[src/rtl/ext_pkg.sv]
// Shared types and constants for the immediate-extension datapath.
package ext_pkg;

  typedef enum logic [1:0] {
    EXT_ZERO      = 2'd0,
    EXT_SIGN      = 2'd1,
    EXT_SIGN_SHL2 = 2'd2,
    EXT_UPPER     = 2'd3
  } ext_mode_t;

  localparam int UPPER_SHIFT = 16;
  localparam int SHL2_SHIFT  = 2;

endpackage

[src/rtl/ext_core.sv]
// Combinational field-to-word extension: takes an already-masked field and
// its length, and produces the extended word plus truncation/error flags.
module ext_core
  import ext_pkg::*;
#(
  parameter int IN_BITS  = 26,
  parameter int REG_BITS = 32,
  parameter int LEN_BITS = $clog2(IN_BITS + 1)
) (
  input  logic [IN_BITS-1:0]  i_field,
  input  logic [LEN_BITS-1:0] i_len,
  input  logic                i_sign,
  input  ext_mode_t           i_mode,
  input  logic                i_err,
  output logic [REG_BITS-1:0] o_data,
  output logic                o_trunc,
  output logic                o_err
);

  logic [REG_BITS-1:0] w_ext;
  logic [REG_BITS-1:0] w_len_mask;
  logic [REG_BITS-1:0] w_sext;

  assign w_ext      = {{(REG_BITS-IN_BITS){1'b0}}, i_field};
  assign w_len_mask = ~({REG_BITS{1'b1}} << i_len);
  assign w_sext     = w_ext | (i_sign ? ~w_len_mask : '0);

  always_comb begin
    o_data  = '0;
    o_trunc = 1'b0;
    o_err   = i_err;
    if (!i_err) begin
      case (i_mode)
        EXT_ZERO:      o_data = w_ext;
        EXT_SIGN:      o_data = w_sext;
        EXT_SIGN_SHL2: o_data = w_sext << SHL2_SHIFT;
        EXT_UPPER: begin
          o_data  = w_ext << UPPER_SHIFT;
          // Any set field bit that lands above the word after the shift is lost.
          o_trunc = |(i_field >> (REG_BITS - UPPER_SHIFT));
        end
        default:       o_data = '0;
      endcase
    end
  end

endmodule

[src/rtl/ext_unit_pipe.sv]
// Two-stage pipelined immediate-extension unit: stage 1 masks and captures
// the request, stage 2 captures the extended result from ext_core.
module ext_unit_pipe
  import ext_pkg::*;
#(
  parameter int IN_BITS  = 26,
  parameter int REG_BITS = 32,
  parameter int LEN_BITS = $clog2(IN_BITS + 1)
) (
  input  logic                clk,
  input  logic                rst_n,
  input  logic                in_valid,
  output logic                in_ready,
  input  logic [IN_BITS-1:0]  in_imm,
  input  logic [LEN_BITS-1:0] field_len,
  input  logic [1:0]          mode,
  output logic                out_valid,
  input  logic                out_ready,
  output logic [REG_BITS-1:0] out_data,
  output logic                out_trunc,
  output logic                out_err
);

  localparam logic [LEN_BITS-1:0] MAX_LEN = LEN_BITS'(IN_BITS);

  logic [LEN_BITS-1:0] w_len_m1;
  logic [IN_BITS-1:0]  w_mask;
  logic [IN_BITS-1:0]  w_sign_pick;
  logic                w_sign;
  logic                w_len_err;
  logic                w_s1_adv;
  logic                w_in_fire;
  logic [REG_BITS-1:0] w_data;
  logic                w_trunc;
  logic                w_err;

  logic                r_s1_valid;
  logic [IN_BITS-1:0]  r_s1_field;
  logic [LEN_BITS-1:0] r_s1_len;
  logic                r_s1_sign;
  logic                r_s1_err;
  ext_mode_t           r_s1_mode;

  logic                r_s2_valid;
  logic [REG_BITS-1:0] r_s2_data;
  logic                r_s2_trunc;
  logic                r_s2_err;

  // A zero length wraps w_len_m1 past the bus, so the sign pick becomes 0.
  assign w_len_m1    = field_len - LEN_BITS'(1);
  assign w_mask      = ~({IN_BITS{1'b1}} << field_len);
  assign w_sign_pick = {{(IN_BITS-1){1'b0}}, 1'b1} << w_len_m1;
  assign w_sign      = |(in_imm & w_sign_pick);
  assign w_len_err   = (field_len == '0) || (field_len > MAX_LEN);

  // valid/ready: a transfer happens on any rising edge where both are high;
  // in_ready depends only on pipeline state and downstream ready, never on in_valid.
  assign w_s1_adv  = r_s1_valid && (!r_s2_valid || out_ready);
  assign in_ready  = rst_n && (!r_s1_valid || w_s1_adv);
  assign w_in_fire = in_valid && in_ready;

  always_ff @(posedge clk) begin
    if (!rst_n) begin
      r_s1_valid <= 1'b0;
      r_s1_field <= '0;
      r_s1_len   <= '0;
      r_s1_sign  <= 1'b0;
      r_s1_err   <= 1'b0;
      r_s1_mode  <= EXT_ZERO;
    end else if (w_in_fire) begin
      r_s1_valid <= 1'b1;
      r_s1_field <= in_imm & w_mask;
      r_s1_len   <= field_len;
      r_s1_sign  <= w_sign;
      r_s1_err   <= w_len_err;
      r_s1_mode  <= ext_mode_t'(mode);
    end else if (w_s1_adv) begin
      r_s1_valid <= 1'b0;
    end
  end

  ext_core #(
    .IN_BITS  (IN_BITS),
    .REG_BITS (REG_BITS),
    .LEN_BITS (LEN_BITS)
  ) u_core (
    .i_field (r_s1_field),
    .i_len   (r_s1_len),
    .i_sign  (r_s1_sign),
    .i_mode  (r_s1_mode),
    .i_err   (r_s1_err),
    .o_data  (w_data),
    .o_trunc (w_trunc),
    .o_err   (w_err)
  );

  always_ff @(posedge clk) begin
    if (!rst_n) begin
      r_s2_valid <= 1'b0;
      r_s2_data  <= '0;
      r_s2_trunc <= 1'b0;
      r_s2_err   <= 1'b0;
    end else if (w_s1_adv) begin
      r_s2_valid <= 1'b1;
      r_s2_data  <= w_data;
      r_s2_trunc <= w_trunc;
      r_s2_err   <= w_err;
    end else if (out_ready) begin
      r_s2_valid <= 1'b0;
    end
  end

  assign out_valid = r_s2_valid;
  assign out_data  = r_s2_data;
  assign out_trunc = r_s2_trunc;
  assign out_err   = r_s2_err;

endmodule

[config.mk]
export PLATFORM = sky130hd
export DESIGN_NAME = ext_unit_pipe
export DESIGN_NICKNAME = d
export VERILOG_FILES = /design/src/rtl/ext_pkg.sv /design/src/rtl/ext_core.sv /design/src/rtl/ext_unit_pipe.sv
export SDC_FILE = /design/constraint.sdc
export NUM_CORES = 1
export LEC_CHECK = 0
export CORE_MARGIN = 2
export CORE_UTILIZATION = 54
export DETAILED_ROUTE_END_ITERATION = 8
export HOLD_SLACK_MARGIN = 0.1
export PLACE_DENSITY_LB_ADDON = 0.25
export SLEW_MARGIN = 40
export SYNTH_ARGS = -nofsm -noshare
export SYNTH_HDL_FRONTEND = slang
export SYNTH_HIERARCHICAL = 1
export SYNTH_SLANG_ARGS = --single-unit
[constraint.sdc]
create_clock -name clk -period 3.1 [get_ports clk]
set_input_delay 0.775 -clock clk [delete_from_list [all_inputs] [get_ports clk]]
set_output_delay 0.775 -clock clk [all_outputs]
set_load 0.01 [all_outputs]
==> After elaboration in Yosys (flattened, before gate mapping) <==
Index checks and enable logic that the tools add are counted.
{ "word_totals": {"reg_bits": 71, "output_inout_bits": 36} }
{ "op_classes": {"addsub": 1, "magnitude_cmp": 1, "n_eq_ne": 3, "shifts": 3, "mux": 9, "bitwise": 6, "n_reduce_logical": 14} }
{ "ops": {"columns": ["operator", "count"], "rows": [
  ["case mux 32 bit (4 select lines)", 1],
  ["2-to-1 mux 32 bit", 2],
  ["NOT 32 bit", 2],
  ["bitwise AND 26 bit", 2],
  ["OR 26 x 32 -> 32 bit", 1],
  ["<< shifter 32 x 5 -> 32 bit (first input constant)", 1],
  ["NOT 26 bit", 1],
  ["OR reduction 26 bit", 1],
  ["<< shifter 1 x 5 -> 26 bit (first input constant)", 1],
  ["<< shifter 26 x 5 -> 26 bit (first input constant)", 1],
  ["OR reduction 10 bit", 1],
  ["2-to-1 mux 1 bit", 6],
  ["greater-than comparator 5 bit (second input constant)", 1],
  ["zero test 5 bit", 1],
  ["subtractor 5 x 1 -> 5 bit (second input constant)", 1],
  ["equality test 2 bit (second input constant)", 2],
  ["nonzero test 2 bit", 2],
  ["logical AND 1 bit", 3],
  ["logical OR 1 bit", 3],
  ["equality test 2 x 1 -> 1 bit (second input constant)", 1],
  ["zero test 1 bit", 2],
  ["zero test 2 bit", 1]
]} }

==> Longest topological paths before layout <==
{ "logic_depth": {"word_depth": 7, "mapped_depth": 11, "mapped_depth_nobuf": 8} }

==> By module <==
Netlist, hierarchy kept.
{ "modules_own_cells": {"columns": ["module", "instances", "cells_each", "area_each_um2"], "rows": [
  ["ext_unit_pipe", 1, 392, 3293.2],
  ["ext_core", 1, 205, 1181.1]
]} }

==> Least setup slack after synthesis <==
OpenSTA, ideal clock, no wires.
{ "synth_timing": {"path_type": "input port to flip-flop", "start": "input field_len[0]", "end": "register r_s1_sign", "arrival_ps": 2380, "required_ps": 2970, "setup_slack_ps": 590, "path_stages": 11, "path_buffers": 3, "cell_sequence": "buf_6 -> or2_4 -> inv_1 -> ha_1 -> buf_4 -> buf_4 -> a21oi_1 -> a211oi_1 -> a31o_2 -> a221oi_2 -> o31ai_1"} }
{ "synth_via": {"elab_chain_len": 4} }
{ "synth_rtl": {"columns": ["element", "line_no", "text"], "rows": [
  ["from (decl)", "ext_unit_pipe.sv:15", "input logic [LEN_BITS-1:0] field_len,"],
  ["subtractor 5 x 1 -> 5 bit", "ext_unit_pipe.sv:50", "assign w_len_m1 = field_len - LEN_BITS'(1);"],
  ["<< shifter 1 x 5 -> 26 bit", "ext_unit_pipe.sv:52", "assign w_sign_pick = {{(IN_BITS-1){1'b0}}, 1'b1} << w_len_m1;"],
  ["bitwise AND 26 bit", "ext_unit_pipe.sv:53", "assign w_sign = |(in_imm & w_sign_pick);"],
  ["OR reduction 26 bit", "ext_unit_pipe.sv:53", null],
  ["to (signal assigned)", "ext_unit_pipe.sv:74", "r_s1_sign <= w_sign;"],
  ["to (decl)", "ext_unit_pipe.sv:40", "logic r_s1_sign;"]
]} }
No other way between the ends.
A chain may end at the register's enable or synchronous reset.

==> Worst setup path after layout <==
{ "layout_timing": {"start": "input out_ready", "end": "output in_ready"} }
{ "layout_via": {"elab_chain_len": 4} }
{ "layout_rtl": {"columns": ["element", "line_no", "text"], "rows": [
  ["from (decl)", "ext_unit_pipe.sv:18", "input logic out_ready,"],
  ["logical OR 1 bit", "ext_unit_pipe.sv:58", "assign w_s1_adv = r_s1_valid && (!r_s2_valid || out_ready);"],
  ["logical AND 1 bit", "ext_unit_pipe.sv:58", null],
  ["logical OR 1 bit", "ext_unit_pipe.sv:59", "assign in_ready = rst_n && (!r_s1_valid || w_s1_adv);"],
  ["logical AND 1 bit", "ext_unit_pipe.sv:59", null],
  ["to (decl)", "ext_unit_pipe.sv:13", "output logic in_ready,"]
]} }
No other way between the ends.

==> results by group <==
Layout
  • Most frequent cells in the layout: nand2_1, clkdlybuf4s50_1, dfxtp_1
  • Commonest non-fill, non-tap cell in the layout: nand2_1
  • Synth-to-Final Area Change: 21.2%
  • Layout cell share with drive strength beyond 1: 8.86%
  • ANT cells: 0
  • Post-layout nets: 677
  • Post-Layout Cell Count: 748

CTS
  • CTS tree: done
  • Post-cts sizing count: 0
  • Clk Latency, worst-skew pair: 0.35 ns
  • Clk root buf: clkbuf_8
  • Reg clk slew, reported paths: 0.07 ns
  • TritonCTS buffer count: 9
  • CTS Sinks: 71
  • Hold Buf Count CTS: 0
  • H-Tree Depth: 3
  • Clock buffer depth: 2
  • # Post-CTS Setup Buffers: 0

Route
  • Total wire length: 13500 um
  • Routed vias: 4653
  • DRC: 0
  • ANT nets after route: 0
  • Vias per cell: 6.22
  • DRT iter0 DRCs: 361
  • Routed len/inst: 18.0 um
  • Pre-antenna DRT Iters: 5

Setup path
  • Startpoint types: input port
  • Path depth of the worst reg2reg path: 6
  • Arr. time, crit path: 2.08 ns
  • CP top delay family: buffers and inverters
  • Worst path depth: 4
  • Slowest cell on crit path: clkdlybuf4s50_1
  • Critical path class: in -> out
  • Critical-path cell list: clkdlybuf4s50_1 -> nand3b_1 -> and2_1 -> clkdlybuf4s50_1
  • Setup slack, reg-to-reg: 0.93 ns
  • CP endpoint kind: output pin
  • CP max stage delay: 0.53 ns
  • Crit path max fanout: 4
  • Worst EP required: 2.32 ns
  • Crit path top cell by count: clkdlybuf4s50_1
  • Buf/Inv on CP: 2

Timing
  • Fin Hold WS: 0.462 ns
  • Slew Viols, Final: 0
  • Max_slew headroom: 42.0%
  • Min Tclk post-route: 2.85 ns
  • Tightest Pin Transition: 0.869 ns
  • Final setup vio count: 0
  • Sum Neg Setup Slack: 0 ns
  • Final hold vios: 0
  • Fmax achieved: 351 MHz
  • Final period utilization: 91.9%
  • RSZ-0062 raised after global routing: false
  • Final Skew: 0.0143 ns

Synth
  • Register area share after synthesis: 31.8%
  • Async SR Flop Fraction: 0%
  • Yosys reg bits: 71
  • Yosys warning count: 6
  • Ys flop type: dfxtp_1
  • Syn_nets: 636
  • Synth Instances: 597
  • Number of synthesized flops with an enable pin: 0
  • Post-synth cell types: 63
  • Post-Syn Area per Cell: 7.49 um2
  • Mapped Area: 4470 um2

Die
  • Ports: 73
  • Chip width: 95.0 um
  • Die height: 95.0 um
  • Starting Density: 55.0%
  • Full die area: 9030 um2
  • Core Area: 8130 um2
  • Row cnt: 33

Global route
  • Vias in the first global route: 4223
  • Total grt overflow: 0
  • Initial antenna violation count: 0
  • First-pass GRT wire length: 21600 um
  • Pin count of the biggest net entering global routing: 46
  • Total track usage: 30.8%

Hold path
  • Hold Path Depth: 2
  • Tightest Hold Check Type: reg -> reg

Placement
  • Dpl hpwl: 9720 um
  • Placed instance count: 732
  • I/O Buffers: 72
  • GPL Wtd Cong: 0.990

Pwr
  • PwrDens: 434 nW/um2
  • Pwr Total: 2.35 mW
  • P_leak: 1.83 nW
  • Worst vdd ir: 0.262 mV

Outcome
  • Status: complete, no violations

Job
  • # Max-Cap Violations: 0
-- per-layer routing --
metal / vias to the layer above / track usage, % / wire length (um)
met5: - / 0 / 0
met4: 0 / 11.4 / 372
met3: 37 / 6.01 / 907
met2: 204 / 50.0 / 6350
met1: 2184 / 40.6 / 5840
li1: 2228 / - / -
-- sequential cells by signal, indices dropped and copies added, names as in the netlist --
name	flops
out_data	32
r_s1_field	26
r_s1_len	5
r_s1_mode	2
out_err	1
out_trunc	1
out_valid	1
r_s1_err	1
r_s1_sign	1
r_s1_valid	1
-- cell families after synthesis --
| group | share of synthesized area, % |
|---|---|
| simple gates | 23.7 |
| compound gates | 33.1 |
| buf+inv | 8.03 |
| flops | 31.8 |
| mux | 2.38 |
| xor+xnor | 0.392 |
| fa+ha+maj | 0.559 |
-- path summary, 6_finish.rpt --
kind                            startpoint                         to
setup / recovery                 out_ready                   in_ready
hold / removal    out_data[4]$_SDFFE_PN0P_   out_data[4]$_SDFFE_PN0P_
setup reg to reg  r_s1_len[3]$_SDFFE_PN0P_  out_data[18]$_SDFFE_PN0P_
hold reg to reg   out_data[4]$_SDFFE_PN0P_   out_data[4]$_SDFFE_PN0P_
-- worst min-delay path, cell delays in order (launching register included) --
cell	delay [ns]
dfxtp_1	0.31
nand2_1	0.05
a21boi_0	0.06
-- Yosys cell counts (3+ instances only) --
master / instances / area [um2]
a31oi_1: 7 / 43.8
nand3_1: 24 / 120
buf_2: 22 / 110
inv_1: 12 / 45.0
a311oi_1: 3 / 26.3
nand4_1: 6 / 37.5
dfxtp_1: 71 / 1420
mux2i_1: 5 / 50.1
nor2_1: 16 / 60.1
buf_4: 4 / 30.0
a21boi_0: 59 / 443
o31ai_1: 5 / 37.5
o211ai_1: 6 / 45.0
or2_2: 3 / 18.8
o2111ai_1: 7 / 61.3
o21a_1: 8 / 60.1
o311ai_0: 5 / 43.8
and2_1: 4 / 25.0
buf_6: 4 / 45.0
mux2_2: 3 / 33.8
o22ai_1: 13 / 81.3
nor3_1: 13 / 65.1
a211oi_1: 7 / 52.6
nand2_1: 115 / 432
clkbuf_1: 32 / 120
a21o_1: 3 / 22.5
nand2b_1: 10 / 62.6
o21ai_0: 31 / 155
a21oi_1: 41 / 205
nor2b_1: 9 / 56.3
and3_1: 3 / 18.8
-- stage by stage --
| step | instance area [um2] | utilization (%) | worst slack, ns |
|---|---|---|---|
| after floorplan | 4470 | - | 0.590 |
| after global placement | 5200 | 63.9 | 0.182 |
| after detailed placement | 5200 | 63.9 | 0.119 |
| after CTS | 5420 | 66.7 | 0.244 |
| after global routing | 5420 | 66.7 | 0.194 |
| final | 5420 | 66.7 | 0.250 |
-- power by group --
| group | total, mW | switching [mW] | internal [mW] |
|---|---|---|---|
| Sequential | 1.01 | 0.0591 | 0.946 |
| Combinational | 0.510 | 0.280 | 0.229 |
| Clock | 0.839 | 0.363 | 0.476 |
-- cell type report --
type / instances / area (um2)
Multi-Input combinational cell: 450 / 2700
Fill cell: 737 / 2710
Inverter: 12 / 45.0
Sequential cell: 71 / 1420
Clock buffer: 11 / 141
Timing Repair Buffer: 94 / 906
Clock inverter: 5 / 81.3
Tap cell: 105 / 131
No activity file was read; power rests on OpenSTA's default activity.
